--- src/rtl/fifo_idx_alloc_if.sv ---
// Handshake bundle between the free-index allocator and its writer/reader clients.
// master = client side (requests), slave = allocator side (grants and status).
interface fifo_idx_alloc_if #(
    parameter int PTR_SZ = 2
);
    logic              alloc_req;
    logic              alloc_avail;
    logic [PTR_SZ-1:0] alloc_idx;
    logic              free_req;
    logic [PTR_SZ-1:0] free_idx;
    logic              ready;
    logic [PTR_SZ:0]   free_cnt;
    logic              err;

    modport master (
        output alloc_req, free_req, free_idx,
        input  alloc_avail, alloc_idx, ready, free_cnt, err
    );

    modport slave (
        input  alloc_req, free_req, free_idx,
        output alloc_avail, alloc_idx, ready, free_cnt, err
    );
endinterface

--- src/rtl/fifo_idx_alloc.sv ---
// Circular free list of buffer slot indices: pops to writers, pushes from readers.
// Head visible combinationally, pop/push commit at the edge; full pushes dropped.
// Optional IDX_ALLOC_CHECK_EN adds an ownership vector and a sticky err flag.
module fifo_idx_alloc #(
    parameter int DEPTH  = 4,
    parameter int PTR_SZ = 2
) (
    input  logic             clk,
    input  logic             rst,
    fifo_idx_alloc_if.slave  bus
);
    typedef enum logic {INIT, RUN} state_t;

    localparam logic [PTR_SZ-1:0] LAST = PTR_SZ'(DEPTH - 1);
    localparam logic [PTR_SZ:0]   FULL = (PTR_SZ + 1)'(DEPTH);

    state_t            state_q, state_d;
    logic [PTR_SZ-1:0] mem_q [DEPTH];
    logic [PTR_SZ-1:0] mem_d [DEPTH];
    logic [PTR_SZ-1:0] hd_q, hd_d, tl_q, tl_d, init_q, init_d;
    logic [PTR_SZ:0]   cnt_q, cnt_d;
    logic [PTR_SZ-1:0] head_idx;
    logic              run, avail, pop, push, full, push_ok;

    function automatic logic [PTR_SZ-1:0] ptr_inc(input logic [PTR_SZ-1:0] p);
        return (p == LAST) ? '0 : p + PTR_SZ'(1);
    endfunction

    // Mux by compare so a PTR_SZ-wide pointer can address a DEPTH-entry array of any size.
    always_comb begin
        head_idx = '0;
        for (int i = 0; i < DEPTH; i++)
            if (hd_q == PTR_SZ'(i)) head_idx = mem_q[i];
    end

    assign run   = (state_q == RUN);
    assign avail = run && (cnt_q != '0);
    assign pop   = bus.alloc_req && avail;
    assign full  = (cnt_q == FULL);
    assign push  = run && bus.free_req && push_ok;

`ifdef IDX_ALLOC_CHECK_EN
    logic [DEPTH-1:0] own_q, own_d;
    logic             err_q, err_d, bad_rng, owned;

    always_comb begin
        bad_rng = ({1'b0, bus.free_idx} >= FULL);
        owned   = 1'b0;
        own_d   = own_q;
        for (int i = 0; i < DEPTH; i++) begin
            if (bus.free_idx == PTR_SZ'(i)) owned = own_q[i];
            if (pop && head_idx == PTR_SZ'(i)) own_d[i] = 1'b1;
            if (push && bus.free_idx == PTR_SZ'(i)) own_d[i] = 1'b0;
        end
        push_ok = !full && !bad_rng && owned;
        err_d   = err_q | (bus.free_req && (!run || !push_ok));
    end

    always_ff @(posedge clk or negedge rst) begin
        if (!rst) begin
            own_q <= '0;
            err_q <= 1'b0;
        end else begin
            own_q <= own_d;
            err_q <= err_d;
        end
    end

    assign bus.err = err_q;
`else
    assign push_ok = !full;
    assign bus.err = 1'b0;
`endif

    always_comb begin
        state_d = state_q;
        mem_d   = mem_q;
        hd_d    = hd_q;
        tl_d    = tl_q;
        init_d  = init_q;
        cnt_d   = cnt_q;
        case (state_q)
            INIT: begin
                for (int i = 0; i < DEPTH; i++)
                    if (init_q == PTR_SZ'(i)) mem_d[i] = init_q;
                init_d = ptr_inc(init_q);
                if (init_q == LAST) begin
                    state_d = RUN;
                    cnt_d   = FULL;
                    hd_d    = '0;
                    tl_d    = '0;
                end
            end
            RUN: begin
                if (pop) hd_d = ptr_inc(hd_q);
                if (push) begin
                    for (int i = 0; i < DEPTH; i++)
                        if (tl_q == PTR_SZ'(i)) mem_d[i] = bus.free_idx;
                    tl_d = ptr_inc(tl_q);
                end
                case ({push, pop})
                    2'b10:   cnt_d = cnt_q + (PTR_SZ + 1)'(1);
                    2'b01:   cnt_d = cnt_q - (PTR_SZ + 1)'(1);
                    default: cnt_d = cnt_q;
                endcase
            end
            default: state_d = INIT;
        endcase
    end

    always_ff @(posedge clk or negedge rst) begin
        if (!rst) begin
            state_q <= INIT;
            for (int i = 0; i < DEPTH; i++) mem_q[i] <= '0;
            hd_q    <= '0;
            tl_q    <= '0;
            init_q  <= '0;
            cnt_q   <= '0;
        end else begin
            state_q <= state_d;
            mem_q   <= mem_d;
            hd_q    <= hd_d;
            tl_q    <= tl_d;
            init_q  <= init_d;
            cnt_q   <= cnt_d;
        end
    end

    assign bus.ready       = run;
    assign bus.alloc_avail = avail;
    assign bus.alloc_idx   = head_idx;
    assign bus.free_cnt    = cnt_q;
endmodule

--- src/flat_wrapper.sv ---
// flat-port wrapper written by rule: the top's interface ports become plain ports
module fifo_idx_alloc_flat 
#(
    parameter int DEPTH  = 4,
    parameter int PTR_SZ = 2
)
  (clk, rst, bus_alloc_req, bus_free_req, bus_free_idx, bus_alloc_avail, bus_alloc_idx, bus_ready, bus_free_cnt, bus_err);
  fifo_idx_alloc_if #(.PTR_SZ(PTR_SZ)) bus_i ();
  input  logic clk;
  input  logic rst;
  input wire logic [$bits(bus_i.alloc_req)-1:0] bus_alloc_req;
  input wire logic [$bits(bus_i.free_req)-1:0] bus_free_req;
  input wire logic [$bits(bus_i.free_idx)-1:0] bus_free_idx;
  output wire logic [$bits(bus_i.alloc_avail)-1:0] bus_alloc_avail;
  output wire logic [$bits(bus_i.alloc_idx)-1:0] bus_alloc_idx;
  output wire logic [$bits(bus_i.ready)-1:0] bus_ready;
  output wire logic [$bits(bus_i.free_cnt)-1:0] bus_free_cnt;
  output wire logic [$bits(bus_i.err)-1:0] bus_err;
  assign bus_i.alloc_req = bus_alloc_req;
  assign bus_i.free_req = bus_free_req;
  assign bus_i.free_idx = bus_free_idx;
  assign bus_alloc_avail = bus_i.alloc_avail;
  assign bus_alloc_idx = bus_i.alloc_idx;
  assign bus_ready = bus_i.ready;
  assign bus_free_cnt = bus_i.free_cnt;
  assign bus_err = bus_i.err;
  fifo_idx_alloc #(.DEPTH(DEPTH), .PTR_SZ(PTR_SZ)) u_core (.clk(clk), .rst(rst), .bus(bus_i));
endmodule
--- config.mk ---
export PLATFORM = sky130hd
export DESIGN_NAME = fifo_idx_alloc_flat
export DESIGN_NICKNAME = d
export VERILOG_FILES = /design/src/rtl/fifo_idx_alloc_if.sv /design/src/rtl/fifo_idx_alloc.sv /design/src/flat_wrapper.sv
export SDC_FILE = /design/constraint.sdc
export NUM_CORES = 1
export LEC_CHECK = 0
export ABC_CLOCK_PERIOD_IN_PS = 2060
export CAP_MARGIN = 20
export CORE_UTILIZATION = 48
export DETAILED_ROUTE_END_ITERATION = 12
export GPL_TIMING_DRIVEN = 0
export PLACE_DENSITY = 0.73
export RECOVER_POWER = 25
export SLEW_MARGIN = 5
export SYNTH_ARGS = -nofsm -noshare
export SYNTH_HDL_FRONTEND = slang
export SYNTH_SLANG_ARGS = --single-unit
--- constraint.sdc ---
create_clock -name clk -period 2.06 [get_ports clk]
set_input_delay 0.412 -clock clk [delete_from_list [all_inputs] [get_ports clk]]
set_output_delay 0.412 -clock clk [all_outputs]
set_load 0.02 [all_outputs]
== Word level (Yosys, flattened, before mapping) ==
Cells that the tools add are included.

* Register bits after elaboration: 18
* Input bits: 6
* Output and inout port bits: 8
* Word-level logic and storage cells: 81

* Add/subtract/negate cells: 5
* Eq/ne operators: 23
* Muxes and demuxes: 27
* Bitwise gates (word level): 1
* Reductions and logical operators: 16

{| class="wikitable"
|+ Operators by type and width
! cell !! count
|-
| 2-bit 2-to-1 mux || 18
|-
| 8-bit one-hot mux with 2 select lines || 1
|-
| 2-bit == test, second input constant || 7
|-
| 2-bit != test, second input constant || 6
|-
| 3-bit one-hot mux with 2 select lines || 2
|-
| 3-bit AND reduction || 4
|-
| 2-bit by 1-bit == test with 1-bit output, second input constant || 4
|-
| 8-bit 2-to-1 mux || 1
|-
| 2-bit by 1-bit != test with 1-bit output, second input constant || 4
|-
| 2-bit one-hot mux with 2 select lines || 2
|-
| 2-bit by 1-bit adder with 2-bit output, second input constant || 3
|-
| 2-bit zero test || 3
|-
| 2-bit AND reduction || 3
|-
| 1-bit logical AND || 4
|-
| 3-bit by 1-bit adder with 3-bit output, second input constant || 1
|-
| 3-bit == test, second input constant || 1
|-
| 3-bit 2-to-1 mux || 1
|-
| 3-bit != test, second input constant || 1
|-
| 3-bit nonzero test || 1
|-
| 3-bit by 1-bit subtractor with 3-bit output, second input constant || 1
|-
| 1-bit 2-to-1 mux || 2
|-
| 1-bit zero test || 1
|-
| 1-bit inverter || 1
|}

== Depth between registers and ports, before layout ==
Gate-level depths: netlist of the first run.

* Depth after elaboration: 6
* Gate-level depth with buffers: 9
* Mapped depth without buffers: 7

== Worst setup path after synthesis of the first run ==
Ideal clock, no wire load.

* Kind: reg-to-reg
* From: register u_core.cnt_q[1], in the netlist u_core.bus.free_cnt[1]
* To: register u_core.cnt_q[2], in the netlist u_core.bus.free_cnt[2]
* Setup time: 0.096 ns
* Arrival: 2.191 ns
* Data required time: 1.964 ns
* Slack: -0.227 ns
* Stages on the path, launching flop included: 8
* Period minus slack after synthesis: 2.287 ns
* Cell sequence: dfrtp_1 -> o311ai_1 -> inv_1 -> ha_1 -> fa_1 -> xnor2_1 -> o21a_1 -> o31ai_1

* Cells in the longest elaborated chain, start to end: 6
* Elaborated cells between the ends (all ways): 14

{| class="wikitable"
|+ Ends and longest elaborated chain
! element !! line !! RTL
|-
| start: declaration || fifo_idx_alloc.sv:21 || <nowiki>logic [PTR_SZ:0] cnt_q, cnt_d;</nowiki>
|-
| start signal: assignment || fifo_idx_alloc.sv:125 || <nowiki>cnt_q <= cnt_d;</nowiki>
|-
| 3-bit == test or 3-bit nonzero test (tied branches) || fifo_idx_alloc.sv:39, fifo_idx_alloc.sv:37 ||
|-
| 1-bit zero test or 1-bit logical AND (tied branches) || fifo_idx_alloc.sv:71, fifo_idx_alloc.sv:37 ||
|-
| 1-bit logical AND, on equally long branches || fifo_idx_alloc.sv:40, fifo_idx_alloc.sv:38 ||
|-
| 2-bit by 1-bit == test with 1-bit output or 2-bit == test (tied branches) || fifo_idx_alloc.sv:101 || <nowiki>case ({push, pop})</nowiki>
|-
| 3-bit one-hot mux with 2 select lines or 3-bit != test (tied branches) || -- ||
|-
| 3-bit one-hot mux with 2 select lines or 2-bit AND reduction (tied branches) || -- ||
|}

Parallel ways exist; a longest one is shown, timed or not.
A chain may end at the register's enable or synchronous reset.

== Worst setup path after layout of the first run ==
* From: register u_core.state_q, in the netlist u_core.bus.ready
* To: register u_core.cnt_q[2], in the netlist u_core.bus.free_cnt[2]

* Cells in the longest elaborated chain, start to end: 5
* Elaborated cells between the ends (all ways): 12

{| class="wikitable"
|+ Ends and longest elaborated chain
! element !! line !! RTL
|-
| start: declaration || fifo_idx_alloc.sv:17 || <nowiki>state_t state_q, state_d;</nowiki>
|-
| start signal: assignment || fifo_idx_alloc.sv:120 || <nowiki>state_q <= state_d;</nowiki>
|-
| 1-bit logical AND, on equally long branches || fifo_idx_alloc.sv:37, fifo_idx_alloc.sv:40 ||
|-
| 1-bit logical AND, on equally long branches || fifo_idx_alloc.sv:38, fifo_idx_alloc.sv:40 ||
|-
| 2-bit by 1-bit == test with 1-bit output or 2-bit == test (tied branches) || fifo_idx_alloc.sv:101 ||
|-
| 3-bit one-hot mux with 2 select lines or 3-bit != test (tied branches) || -- ||
|-
| 3-bit one-hot mux with 2 select lines or 2-bit AND reduction (tied branches) || -- ||
|}

Parallel ways exist; a longest one is shown, timed or not.

==> results.md, run 1 <==
* Via density at 5.36
* Synth warn at 0
* CTS Hold Bufs at 0
* Area grow syn2layout at 28.3%
* Yosys cell types at 29
* Yosys reg bits at 18
* Number of global-route vias before repair at 870
* Crit Path Max Fanout at 10
* Number of synthesized flops with an enable pin at 0
* Hold Fails Final Rpt at 0
* Avg Cell Area, Syn at 10.3 µm²
* Max-Slew Margin vs Limit at 44.2%
* Clock Pin Slew Worst Setup and Hold Paths at 0.10 ns
* Largest net degree at the start of global routing at 19
* WS Path Type: reg2reg
* Core ar. at approximately 2200 µm²
* Bufs on Longest Clock Path at 2
* Nets@finish at 156
* Cell Area, Synth at 1120 µm²
* Die area at 2530 µm²
* First-pass GRT wire length at ~4000 µm
* Critical path endpoint category: register
* Overflow after GRT at 0
* Layout cells sized above 1 at 31.9%
* Die Span X at about 50 µm
* CTS tree: done
* R2R Setup Slk at around 0.057 ns
* Final Critical Period at 2.00 ns
* WL per Instance at 13.9 µm
* Clk_lat worst skew at about 0.29 ns
* Top Ports at 14
* Syn_nets at around 130
* Finished Cell Area at between 1000 and 1500 µm²
* Kind of start point of the critical path: register
* Final cell count without fillers at 163
* Detailed-route via count at 873
* PD cells at 1370 nW/µm²
* Final routed DRC violation total at 0
* Initial Util at 50.6%
* Post-DRT Antenna Nets at 0
* Placed inst area at 1310 µm²
* CTS Root Cell: clkbuf_4
* Dpl hpwl at between 1500 and 2000 µm
* Final setup fails at 0
* CP Data Required Time at between 2 and 2.5 ns
* # rows at 17
* Ranking of synthesized cells by area: dfrtp_1, ha_1, mux2_2
* Post-place setup slack at -0.458 ns
* H-Tree Depth at 1
* Diode count at 0
* Tcrit/Tclk final at 97.2%
* Final WS setup at 0.0569 ns
* Fmax at 0.499 GHz
* Top-area cell type share of the netlist area at between 40% and 50%
* Fraction of registers with async set/reset at 100%
* Port-buffer cells at 12
* Die height at 50.3 µm
* WL final at 2260 µm
* RSZ-0062 raised after global routing: true
* Hold crit path type: reg2reg
* Prevailing post-synth register cell: dfrtp_1
* Fin util at between 60% and 70%
* Final worst hold slack at 0.515 ns
* Total Routing Usage GR at 21.3%
* CTS buffer count at 3
* Status: completed
* Max IR drop VDD at 0.886 mV
* Cells after Synth at 109
* Slew at the pin closest to its max-slew limit at 0.835 ns
* Slew Viols, Final at 0
* P_leak at 0.653 nW
* Starting DRT DRC Count at 12
* Yosys top cell by area: dfrtp_1
* Worst path arrival time at 2.20 ns
* Routability cong. at 0.829
* Fill cells at 193
* CTS sink count at 18
* TritonRoute pass-1 iters at 4
* Max-cap viol count at 0
* Fin Clk Skew at 0.00198 ns
* Seq/Total Area, Yosys at between 40% and 50%
* DP Cell Count at approximately 150
* Initial antenna violation count at 0
==> Yosys cell counts (2+ instances only) <==
master / number
o2bb2ai_1: 3
mux2_2: 9
inv_1: 14
buf_2: 2
nand2_1: 7
ha_1: 13
dfrtp_1: 18
a22o_1: 2
o21ai_0: 8
a21oi_1: 4
nor2_1: 2
nor3_1: 2
nand3_1: 6
o31ai_1: 4
==> layout by cell type, fill, tap and decap left out, types with 2 or more instances in the layout <==
cell type,netlist,layout
a21oi_1,4,3
dfrtp_2,0,4
ha_1,13,9
nor2_1,2,2
o31ai_1,4,4
ha_2,0,3
a22o_1,2,2
o21ai_1,1,3
mux2_2,9,9
dfrtp_1,18,14
o21ai_0,8,6
nand3_1,6,6
buf_4,1,12
nor3_1,2,2
buf_2,2,2
dlygate4sd2_1,0,2
o2bb2ai_1,3,3
nand2_1,7,6
inv_1,14,13
clkbuf_4,0,3
clkdlybuf4s50_1,0,8
==> cell families after synthesis <==
group / share of synthesized area [%]
flops: 40.2
fa+ha+maj: 16.3
xor+xnor: 1.56
compound gates: 16.0
mux: 9.94
other cells: 0.335
buf+inv: 6.26
simple gates: 9.39
==> metrics by stage <==
stage               total power [W]  setup TNS, ns
floorplan                   0.00131              0
global placement            0.00157         -0.627
detailed placement          0.00163         -0.741
CTS                         0.00198              0
global route                0.00214        -0.0291
finish                      0.00197              0
==> flip-flops by register name (all words and copies together), names as in the netlist <==
register	cells
u_core.tl_q	2
u_core.mem_q	8
u_core.bus.free_cnt	3
u_core.init_q	2
u_core.hd_q	2
u_core.bus.ready	1
==> final timing paths <==
path / to / from / depth (start not counted)
min in group asynchronous: u_core.mem_q[5] / rst / 1
worst min register to register: u_core.mem_q[3] / u_core.mem_q[3] / 1
worst max register to register: u_core.bus.free_cnt[2] / u_core.bus.ready / 9
worst max-delay path: u_core.bus.free_cnt[2] / u_core.bus.ready / 9
worst min-delay path: u_core.mem_q[3] / u_core.mem_q[3] / 1
max in group asynchronous: u_core.bus.free_cnt[2] / rst / 1
==> layout make-up <==
type	count	area (µm²)	share of cell area, %
Multi-Input combinational cell	74	648	45.1
Sequential cell	18	455	31.7
Timing Repair Buffer	22	183	12.7
Inverter	14	52.6	3.66
Clock buffer	4	36.3	2.53
Tap cell	28	35.0	2.44
Buffer	3	26.3	1.83
==> power breakdown <==
group          internal, W  switching, W
clock             0.000108      0.000111
sequential        0.000512      0.000143
combinational     0.000570      0.000530
==> worst max-delay path: stages, from the launching register on <==
cell	delay [ns]
dfrtp_2	0.41
buf_4	0.16
buf_6	0.15
o311ai_4	0.07
inv_2	0.09
ha_4	0.17
fa_2	0.33
xnor2_1	0.14
o21a_1	0.17
o31ai_1	0.21
==> layer usage <==
metal	part of all wire, %	GRT usage (%)	up-vias	wire, µm
met4	0.71	4.17	0	16
li1	-	-	427	-
met3	5.0	5.45	2	113
met2	50	36.4	21	1120
met5	0	0	-	0
met1	45	27.0	423	1010
==> timing repair <==
action / 4_1_cts / 5_1_grt
gates cloned: 0 / 0
pin swaps: 5 / 1
setup endpoints to repair: 4 / 3
endpoints found under the hold margin: 0 / 0
buffers inserted: 9 / 1
resized for setup: 15 / 6
(Power assumes the default switching activity.)
==> run 2: changes to the inputs <==
Settings changed: CTS_CLUSTER_DIAMETER set to 120.
==> results of run 2 <==
Same layout as run 1: the final DEF is identical, and so are final timing and power.
==> run 3: changes to the inputs <==
Settings changed: CTS_CLUSTER_DIAMETER 120 to 80, CTS_CLUSTER_SIZE set to 10.
==> results of run 3 <==
Same layout as run 1: the final DEF is identical, and so are final timing and power.
